**src/rtl/rgb2yuv_stream_if.sv**
```systemverilog
// rgb2yuv_stream_if: RGB pixel stream in, YUV stream and frame status out
interface rgb2yuv_stream_if #(parameter int CNT_W = 12);
  logic [7:0] in_r, in_g, in_b;
  logic in_href, in_vsync;
  logic [7:0] out_y, out_u, out_v;
  logic out_href, out_vsync, frame_done, line_err, frame_err;
  logic [CNT_W-1:0] last_lines;
  modport slave (
    input in_r, in_g, in_b, in_href, in_vsync,
    output out_y, out_u, out_v, out_href, out_vsync, frame_done, line_err, frame_err, last_lines
  );
  modport master (
    output in_r, in_g, in_b, in_href, in_vsync,
    input out_y, out_u, out_v, out_href, out_vsync, frame_done, line_err, frame_err, last_lines
  );
endinterface

```
**src/rtl/rgb2yuv_stream.sv**
```systemverilog
// rgb2yuv_stream: 3-stage RGB888 to full-range BT.601 YUV444 converter with aligned syncs and frame geometry checks
module rgb2yuv_stream #(
  parameter int H_DISP = 1280,
  parameter int V_DISP = 720,
  parameter int CNT_W = 12
) (
  input logic pclk,
  input logic rst_n,
  rgb2yuv_stream_if.slave s
);
  localparam logic [1:0] IDLE = 2'd0, ACTIVE = 2'd1, DONE = 2'd2;
  localparam logic signed [25:0] K [9] = '{
    26'sd19595, 26'sd38470, 26'sd7471,
    -26'sd11059, -26'sd21709, 26'sd32768,
    26'sd32768, -26'sd27439, -26'sd5329
  };
  logic signed [25:0] p_d [9], p_q [9];
  logic signed [26:0] sum_d [3], sum_q [3];
  logic signed [11:0] t [3];
  logic [7:0] c_d [3], c_q [3];
  logic [2:0] href_q, vs_q;
  logic [CNT_W-1:0] pix_d, pix_q, line_d, line_q, lines1_q, last_lines_q;
  logic [1:0] state_d, state_q;
  logic lerr_d, lerr_q, armed_q, done1_q, lerr1_q, frame_done_q, line_err_q, frame_err_q;
  logic href_fall, line_end, vs_rise, vs_fall;
  for (genvar i = 0; i < 9; i++) begin : g_prod
    assign p_d[i] = $signed({18'd0, (i % 3 == 0) ? s.in_r : (i % 3 == 1) ? s.in_g : s.in_b}) * K[i];
  end
  for (genvar k = 0; k < 3; k++) begin : g_ch
    assign sum_d[k] = 27'sd32768 + 27'(p_q[3*k]) + 27'(p_q[3*k+1]) + 27'(p_q[3*k+2]);
    assign t[k] = 12'(sum_q[k] >>> 16) + ((k == 0) ? 12'sd0 : 12'sd128);
    assign c_d[k] = t[k][11] ? 8'd0 : (|t[k][10:8]) ? 8'd255 : t[k][7:0];
  end
  assign href_fall = href_q[0] & ~s.in_href;
  assign line_end = href_fall & vs_q[0];
  assign vs_rise = s.in_vsync & ~vs_q[0] & armed_q;
  assign vs_fall = ~s.in_vsync & vs_q[0];
  always_comb begin
    pix_d = (vs_rise | href_fall) ? '0 : (s.in_href & s.in_vsync & ~&pix_q) ? pix_q + 1'b1 : pix_q;
    line_d = vs_rise ? '0 : (line_end & ~&line_q) ? line_q + 1'b1 : line_q;
    lerr_d = ~vs_rise & (lerr_q | (line_end & (pix_q != CNT_W'(H_DISP))));
    state_d = (state_q == IDLE) ? (vs_rise ? ACTIVE : IDLE) :
              (state_q == ACTIVE) ? (vs_fall ? DONE : ACTIVE) : IDLE;
  end
  always_ff @(posedge pclk or negedge rst_n)
    if (!rst_n) begin
      p_q <= '{default: '0};
      sum_q <= '{default: '0};
      c_q <= '{default: '0};
      href_q <= '0;
      vs_q <= '0;
      pix_q <= '0;
      line_q <= '0;
      lerr_q <= 1'b0;
      armed_q <= 1'b0;
      state_q <= IDLE;
      done1_q <= 1'b0;
      lines1_q <= '0;
      lerr1_q <= 1'b0;
      frame_done_q <= 1'b0;
      last_lines_q <= '0;
      frame_err_q <= 1'b0;
      line_err_q <= 1'b0;
    end else begin
      p_q <= p_d;
      sum_q <= sum_d;
      for (int i = 0; i < 3; i++) c_q[i] <= href_q[1] ? c_d[i] : 8'd0;
      href_q <= {href_q[1:0], s.in_href};
      vs_q <= {vs_q[1:0], s.in_vsync};
      pix_q <= pix_d;
      line_q <= line_d;
      lerr_q <= lerr_d;
      armed_q <= armed_q | ~s.in_vsync;
      state_q <= state_d;
      done1_q <= state_q == DONE;
      if (state_q == DONE) begin
        lines1_q <= line_q;
        lerr1_q <= lerr_q;
      end
      frame_done_q <= done1_q;
      if (done1_q) begin
        last_lines_q <= lines1_q;
        frame_err_q <= lines1_q != CNT_W'(V_DISP);
        line_err_q <= lerr1_q;
      end
    end
  assign s.out_y = c_q[0];
  assign s.out_u = c_q[1];
  assign s.out_v = c_q[2];
  assign s.out_href = href_q[2];
  assign s.out_vsync = vs_q[2];
  assign s.frame_done = frame_done_q;
  assign s.line_err = line_err_q;
  assign s.frame_err = frame_err_q;
  assign s.last_lines = last_lines_q;
endmodule

```
**src/flat_wrapper.sv**
```systemverilog
// flat-port wrapper written by rule: the top's interface ports become plain ports
module rgb2yuv_stream_flat 
#(
  parameter int H_DISP = 1280,
  parameter int V_DISP = 720,
  parameter int CNT_W = 12
)
  (pclk, rst_n, s_in_r, s_in_g, s_in_b, s_in_href, s_in_vsync, s_out_y, s_out_u, s_out_v, s_out_href, s_out_vsync, s_frame_done, s_line_err, s_frame_err, s_last_lines);
  rgb2yuv_stream_if #(.CNT_W(CNT_W)) s_i ();
  input logic pclk;
  input logic rst_n;
  input wire logic [$bits(s_i.in_r)-1:0] s_in_r;
  input wire logic [$bits(s_i.in_g)-1:0] s_in_g;
  input wire logic [$bits(s_i.in_b)-1:0] s_in_b;
  input wire logic [$bits(s_i.in_href)-1:0] s_in_href;
  input wire logic [$bits(s_i.in_vsync)-1:0] s_in_vsync;
  output wire logic [$bits(s_i.out_y)-1:0] s_out_y;
  output wire logic [$bits(s_i.out_u)-1:0] s_out_u;
  output wire logic [$bits(s_i.out_v)-1:0] s_out_v;
  output wire logic [$bits(s_i.out_href)-1:0] s_out_href;
  output wire logic [$bits(s_i.out_vsync)-1:0] s_out_vsync;
  output wire logic [$bits(s_i.frame_done)-1:0] s_frame_done;
  output wire logic [$bits(s_i.line_err)-1:0] s_line_err;
  output wire logic [$bits(s_i.frame_err)-1:0] s_frame_err;
  output wire logic [$bits(s_i.last_lines)-1:0] s_last_lines;
  assign s_i.in_r = s_in_r;
  assign s_i.in_g = s_in_g;
  assign s_i.in_b = s_in_b;
  assign s_i.in_href = s_in_href;
  assign s_i.in_vsync = s_in_vsync;
  assign s_out_y = s_i.out_y;
  assign s_out_u = s_i.out_u;
  assign s_out_v = s_i.out_v;
  assign s_out_href = s_i.out_href;
  assign s_out_vsync = s_i.out_vsync;
  assign s_frame_done = s_i.frame_done;
  assign s_line_err = s_i.line_err;
  assign s_frame_err = s_i.frame_err;
  assign s_last_lines = s_i.last_lines;
  rgb2yuv_stream #(.H_DISP(H_DISP), .V_DISP(V_DISP), .CNT_W(CNT_W)) u_core (.pclk(pclk), .rst_n(rst_n), .s(s_i));
endmodule
```
**config.mk**
```make
export PLATFORM = sky130hd
export DESIGN_NAME = rgb2yuv_stream_flat
export DESIGN_NICKNAME = d
export VERILOG_FILES = /design/src/rtl/rgb2yuv_stream_if.sv /design/src/rtl/rgb2yuv_stream.sv /design/src/flat_wrapper.sv
export SDC_FILE = /design/constraint.sdc
export NUM_CORES = 1
export LEC_CHECK = 0
export ABC_AREA = 1
export BUFFER_PORTS_ARGS = -buffer_cell sky130_fd_sc_hd__buf_2
export CAP_MARGIN = 20
export CORE_ASPECT_RATIO = 0.5
export CORE_MARGIN = 8
export CORE_UTILIZATION = 55
export CTS_CLUSTER_DIAMETER = 40
export DETAILED_ROUTE_END_ITERATION = 8
export HOLD_SLACK_MARGIN = 0.06
export PLACE_DENSITY = 0.7
export SYNTH_ARGS = -nofsm -noshare
export SYNTH_HDL_FRONTEND = slang
export SYNTH_SLANG_ARGS = --single-unit
```
**constraint.sdc**
```tcl
create_clock -name pclk -period 8.25 [get_ports pclk]
set_clock_uncertainty 0.2 [all_clocks]
set_input_delay 0.825 -clock pclk [delete_from_list [all_inputs] [get_ports pclk]]
set_output_delay 0.825 -clock pclk [all_outputs]
set_load 0.01 [all_outputs]
```
Word-level counts from Yosys, hierarchy flattened
Cells that the tools add are included.
{"block": "totals", "output_inout_bits": 41, "in_bits": 28, "ramBits": 0, "regBits": 348, "mem_count": 0, "latchBits": 0, "mem_bits_ro": 0}
{"block": "op_classes", "n_div": 0, "bitwise_logic": 17, "n_reduce_logical": 10, "mul": 7, "n_addsub": 13, "magnitude_cmp": 0, "n_shift": 0, "muxes": 17, "n_eq_ne": 4}
{"operator": "2-to-1 mux 8 bit", "n": 9}
{"operator": "adder 25 x 25 -> 26 bit", "n": 2}
{"operator": "multiplier 9 x 16 -> 25 bit (second input constant)", "n": 2}
{"operator": "adder 16 x 23 -> 24 bit (first input constant)", "n": 2}
{"operator": "2-to-1 mux 12 bit", "n": 4}
{"operator": "multiplier 8 x 15 -> 23 bit (second input constant)", "n": 2}
{"operator": "adder 26 x 23 -> 27 bit", "n": 1}
{"operator": "adder 27 x 22 -> 27 bit", "n": 1}
{"operator": "adder 27 x 24 -> 27 bit", "n": 1}
{"operator": "adder 17 x 24 -> 25 bit (first input constant)", "n": 1}
{"operator": "adder 24 x 24 -> 25 bit", "n": 1}
{"operator": "adder 11 x 9 -> 12 bit (second input constant)", "n": 2}
{"operator": "adder 12 x 1 -> 12 bit (second input constant)", "n": 2}
{"operator": "multiplier 9 x 15 -> 24 bit (second input constant)", "n": 1}
{"operator": "AND reduction 12 bit", "n": 2}
{"operator": "multiplier 9 x 14 -> 23 bit (second input constant)", "n": 1}
{"operator": "multiplier 8 x 13 -> 21 bit (second input constant)", "n": 1}
{"operator": "inequality test 12 x 10 -> 1 bit (second input constant)", "n": 1}
{"operator": "inequality test 12 x 11 -> 1 bit (second input constant)", "n": 1}
{"operator": "bitwise AND 1 bit", "n": 10}
{"operator": "OR reduction 3 bit", "n": 3}
{"operator": "2-to-1 mux 2 bit", "n": 3}
{"operator": "inverter 1 bit", "n": 4}
{"operator": "nonzero test 2 bit", "n": 2}
{"operator": "6 further kinds", "n": 9}

Depth between registers and ports, before layout
{"block": "depth", "depth_word": 6, "depth_mapped": 22, "depth_no_buf": 22}

Worst setup path after synthesis
OpenSTA, ideal clock, no wires.
{"block": "synth_path", "path_type": "input-to-reg", "startpoint": "in s_in_b[0]", "endpoint": "reg u_core.p_q[20] (netlist bit)", "path_buffers": 0, "setup_time_ns": 0.123, "arrival_ns": 4.265, "slack_ns": 3.663, "path_stages": 14, "path_cell_list": "fa_1 inv_1 fa_1 fa_1 fa_1 inv_1 ha_1 a21oi_1 nor2_1 a211oi_1 nand3_1 nand3_1 nand2_1 xor2_1"}
{"element": "from (decl)", "line_no": "flat_wrapper.sv:14", "text": "input wire logic [$bits(s_i.in_b)-1:0] s_in_b;"}
{"element": "to (signal assigned)", "line_no": "rgb2yuv_stream.sv:65", "text": "p_q <= p_d;"}
{"element": "to (decl)", "line_no": "rgb2yuv_stream.sv:17", "text": "logic signed [25:0] p_d [9], p_q [9];"}

==> impl_metrics.toml <==
[critical_path]
reg2reg_from = "u_core.p_q[105]$_DFF_PN0_"
r2r-end = "u_core.sum_q[77]$_DFF_PN0_"
worst-path-max-fanout = 11
r2r_cells = 17
critical_path_arrival_ps = 4990
critical_path_class = "in -> reg"
end_kind = "register"
startpoint_type = "input port"
required_ps = 8510
r2r_slack_ps = 3750

[final_layout]
n_antenna_cell = 0
layout-drive-gt1-share = 0.0619
nets = 4327
area_growth_pct = 8.67

[die]
start_util = 0.557
die_h_um = 181
ioPinCount = 69
die_width_um = 346
core_um2 = 53800
dieArea_um2 = 62600
num_rows = 60

[synth]
syn_area_um2 = 29900
ys_ff_latch = 289
yosys-top-cells-count = "inv_1, ha_1, nand2_1"
yosysWarnings = 0
async_flop_share = 1.00
synth_top_area_frac = 0.242
yosysSeqAreaShare = 0.242
synth_cell_types = 58
postSynthAreaPerCell_um2 = 8.70
syn_inst = 3440
synth_top_area_cell = "dfrtp_1"
synth.net_count = 4222
synthFlopType = "dfrtp_1"
yosysMostFrequentCell = "inv_1"
yosys-top-cells-area = "dfrtp_1, ha_1, fa_1"
synth-edff-count = 0

[clock_tree]
clockBufferDepth = 3
postCtsSetupBuffers = 0
cts_tree = "yes"
clkTransAtPathRegs_ps = 60
numCtsBuffers = 37
clkSinkCount = 289
cts_resized = 0
root_buffer = "clkbuf_16"
h-tree-depth = 2
clkLatencyLatePin_ps = 550
ctsHoldBuffers = 0

[timing]
rsz0062_at_grt = "false"
worst_pin_slew_ps = 897
slew_headroom = 0.402
fin_crit_sh = 0.573
drv_slew = 0
min_period_ps = 4730
final-setup-viol-count = 0
hold_viol = 0
fmax_mhz = 211
tns_ps = 0

[detailed_routing]
firstDrtPassIters = 5
wire_per_inst_um = 17.4
vias = 22986
viasPerCell = 5.36
drcViolationCount = 0
drt_iter0_markers = 1435
routed_wl_mm = 74.5
ant_nets = 0

[global_route]
antenna_found_initial = 2
grt-ovfl-total = 0
grt_max_degree = 115
grt.total_usage = 0.240
grt_pass1_wl_mm = 122
grt_pass1_vias = 23478

[place]
portBuffers = 68
gp_congestion = 0.924
hpwlAfterDp_mm = 62.5

[min_path]
holdCritPathClass = "in -> async"

[flow_run]
drv_cap = 0

[status]
status = "complete, no violations"
-- layer usage --
layer  up-vias  part of all wire  wire length [µm]  global-route usage
met1     11063              0.49             36300               0.348
met2       546              0.44             32600               0.381
met4         0             0.021              1550              0.0497
met3        95             0.054              4040              0.0357
li1      11282                 -                 -                   -
met5         -                 0                 0                   0
-- worst max-delay path: stages --
cell,delay [ps]
buf_2,260
fa_1,600
fa_1,690
inv_1,90
fa_1,510
fa_1,560
inv_1,50
ha_1,330
inv_1,100
nor3_1,320
and2_1,210
nand4_1,90
nand3_1,170
xor2_1,200
-- kinds of logic (layout without fill, tap and decap cells) --
| logic type | count (synthesis) | in the layout | synth area share |
|---|---|---|---|
| AOI/OAI and AO/OA | 529 | 529 | 0.101 |
| xor gates and xnor gates | 194 | 194 | 0.0570 |
| adders and majority gates | 754 | 754 | 0.371 |
| buffers and inverters | 754 | 887 | 0.0947 |
| DFF | 289 | 289 | 0.242 |
| and+or+nand+nor | 920 | 920 | 0.134 |
-- stage by stage --
step	util	cell area, µm²	worst slack, ps	hold slack (ps)	cells
final	0.605	32500	3520	123	4286
after global routing	0.605	32500	3350	181	4286
after CTS	0.605	32500	3600	164	4286
after detailed placement	0.580	31200	3060	153	4219
after global placement	0.580	31200	3020	134	4219
after floorplan	-	29900	3660	131	3440
-- worst max path at each step --
stage	start	end
5_1_grt	s_in_g[0]	u_core.p_q[127]$_DFF_PN0_
3_3_place_gp	s_in_b[1]	u_core.p_q[21]$_DFF_PN0_
6_report	s_in_b[2]	u_core.p_q[21]$_DFF_PN0_
3_5_place_dp	s_in_g[0]	u_core.p_q[127]$_DFF_PN0_
2_1_floorplan	s_in_b[0]	u_core.p_q[20]$_DFF_PN0_
4_1_cts	s_in_g[0]	u_core.p_q[127]$_DFF_PN0_
-- layout make-up --
cell class | count | area, µm²
fillers | 4713 | 21200
multi-input cells | 2397 | 19900
flip-flops and latches | 289 | 7230
inverters | 749 | 2810
clock buffers | 45 | 1060
well taps | 713 | 892
repair buffers | 71 | 373
clock inverters | 22 | 290
-- flip-flops by register name, indices dropped and copies added (netlist names), 2 cells and up --
name / count
u_core.href_q: 3
u_core.s.out_y: 8
u_core.line_q: 12
u_core.s.last_lines: 12
u_core.p_q: 170
u_core.vs_q: 3
u_core.sum_q: 32
u_core.pix_q: 12
u_core.state_q: 2
u_core.s.out_v: 8
u_core.s.out_u: 8
u_core.lines1_q: 12
-- layout by cell type (no fill, tap or decap), drive strengths merged, types with 5 or more instances in the layout --
master    n
o21a     10
a211oi    7
nand4    33
fa      221
a21oi   257
dfrtp   289
nor3     42
o21bai   23
nand3   124
nor2    160
o31ai    13
nand2   526
ha      533
inv     759
xor2    132
o21ai   152
clkbuf   45
xnor2    62
buf      71
clkinv    6
o211ai    9
a31oi    12
a21boi   10
nor4     12
a21o     22
or2       9
and2      5
Power is not shown: default switching activity piles up to over one toggle a cycle in this logic, so the estimate is an artifact.
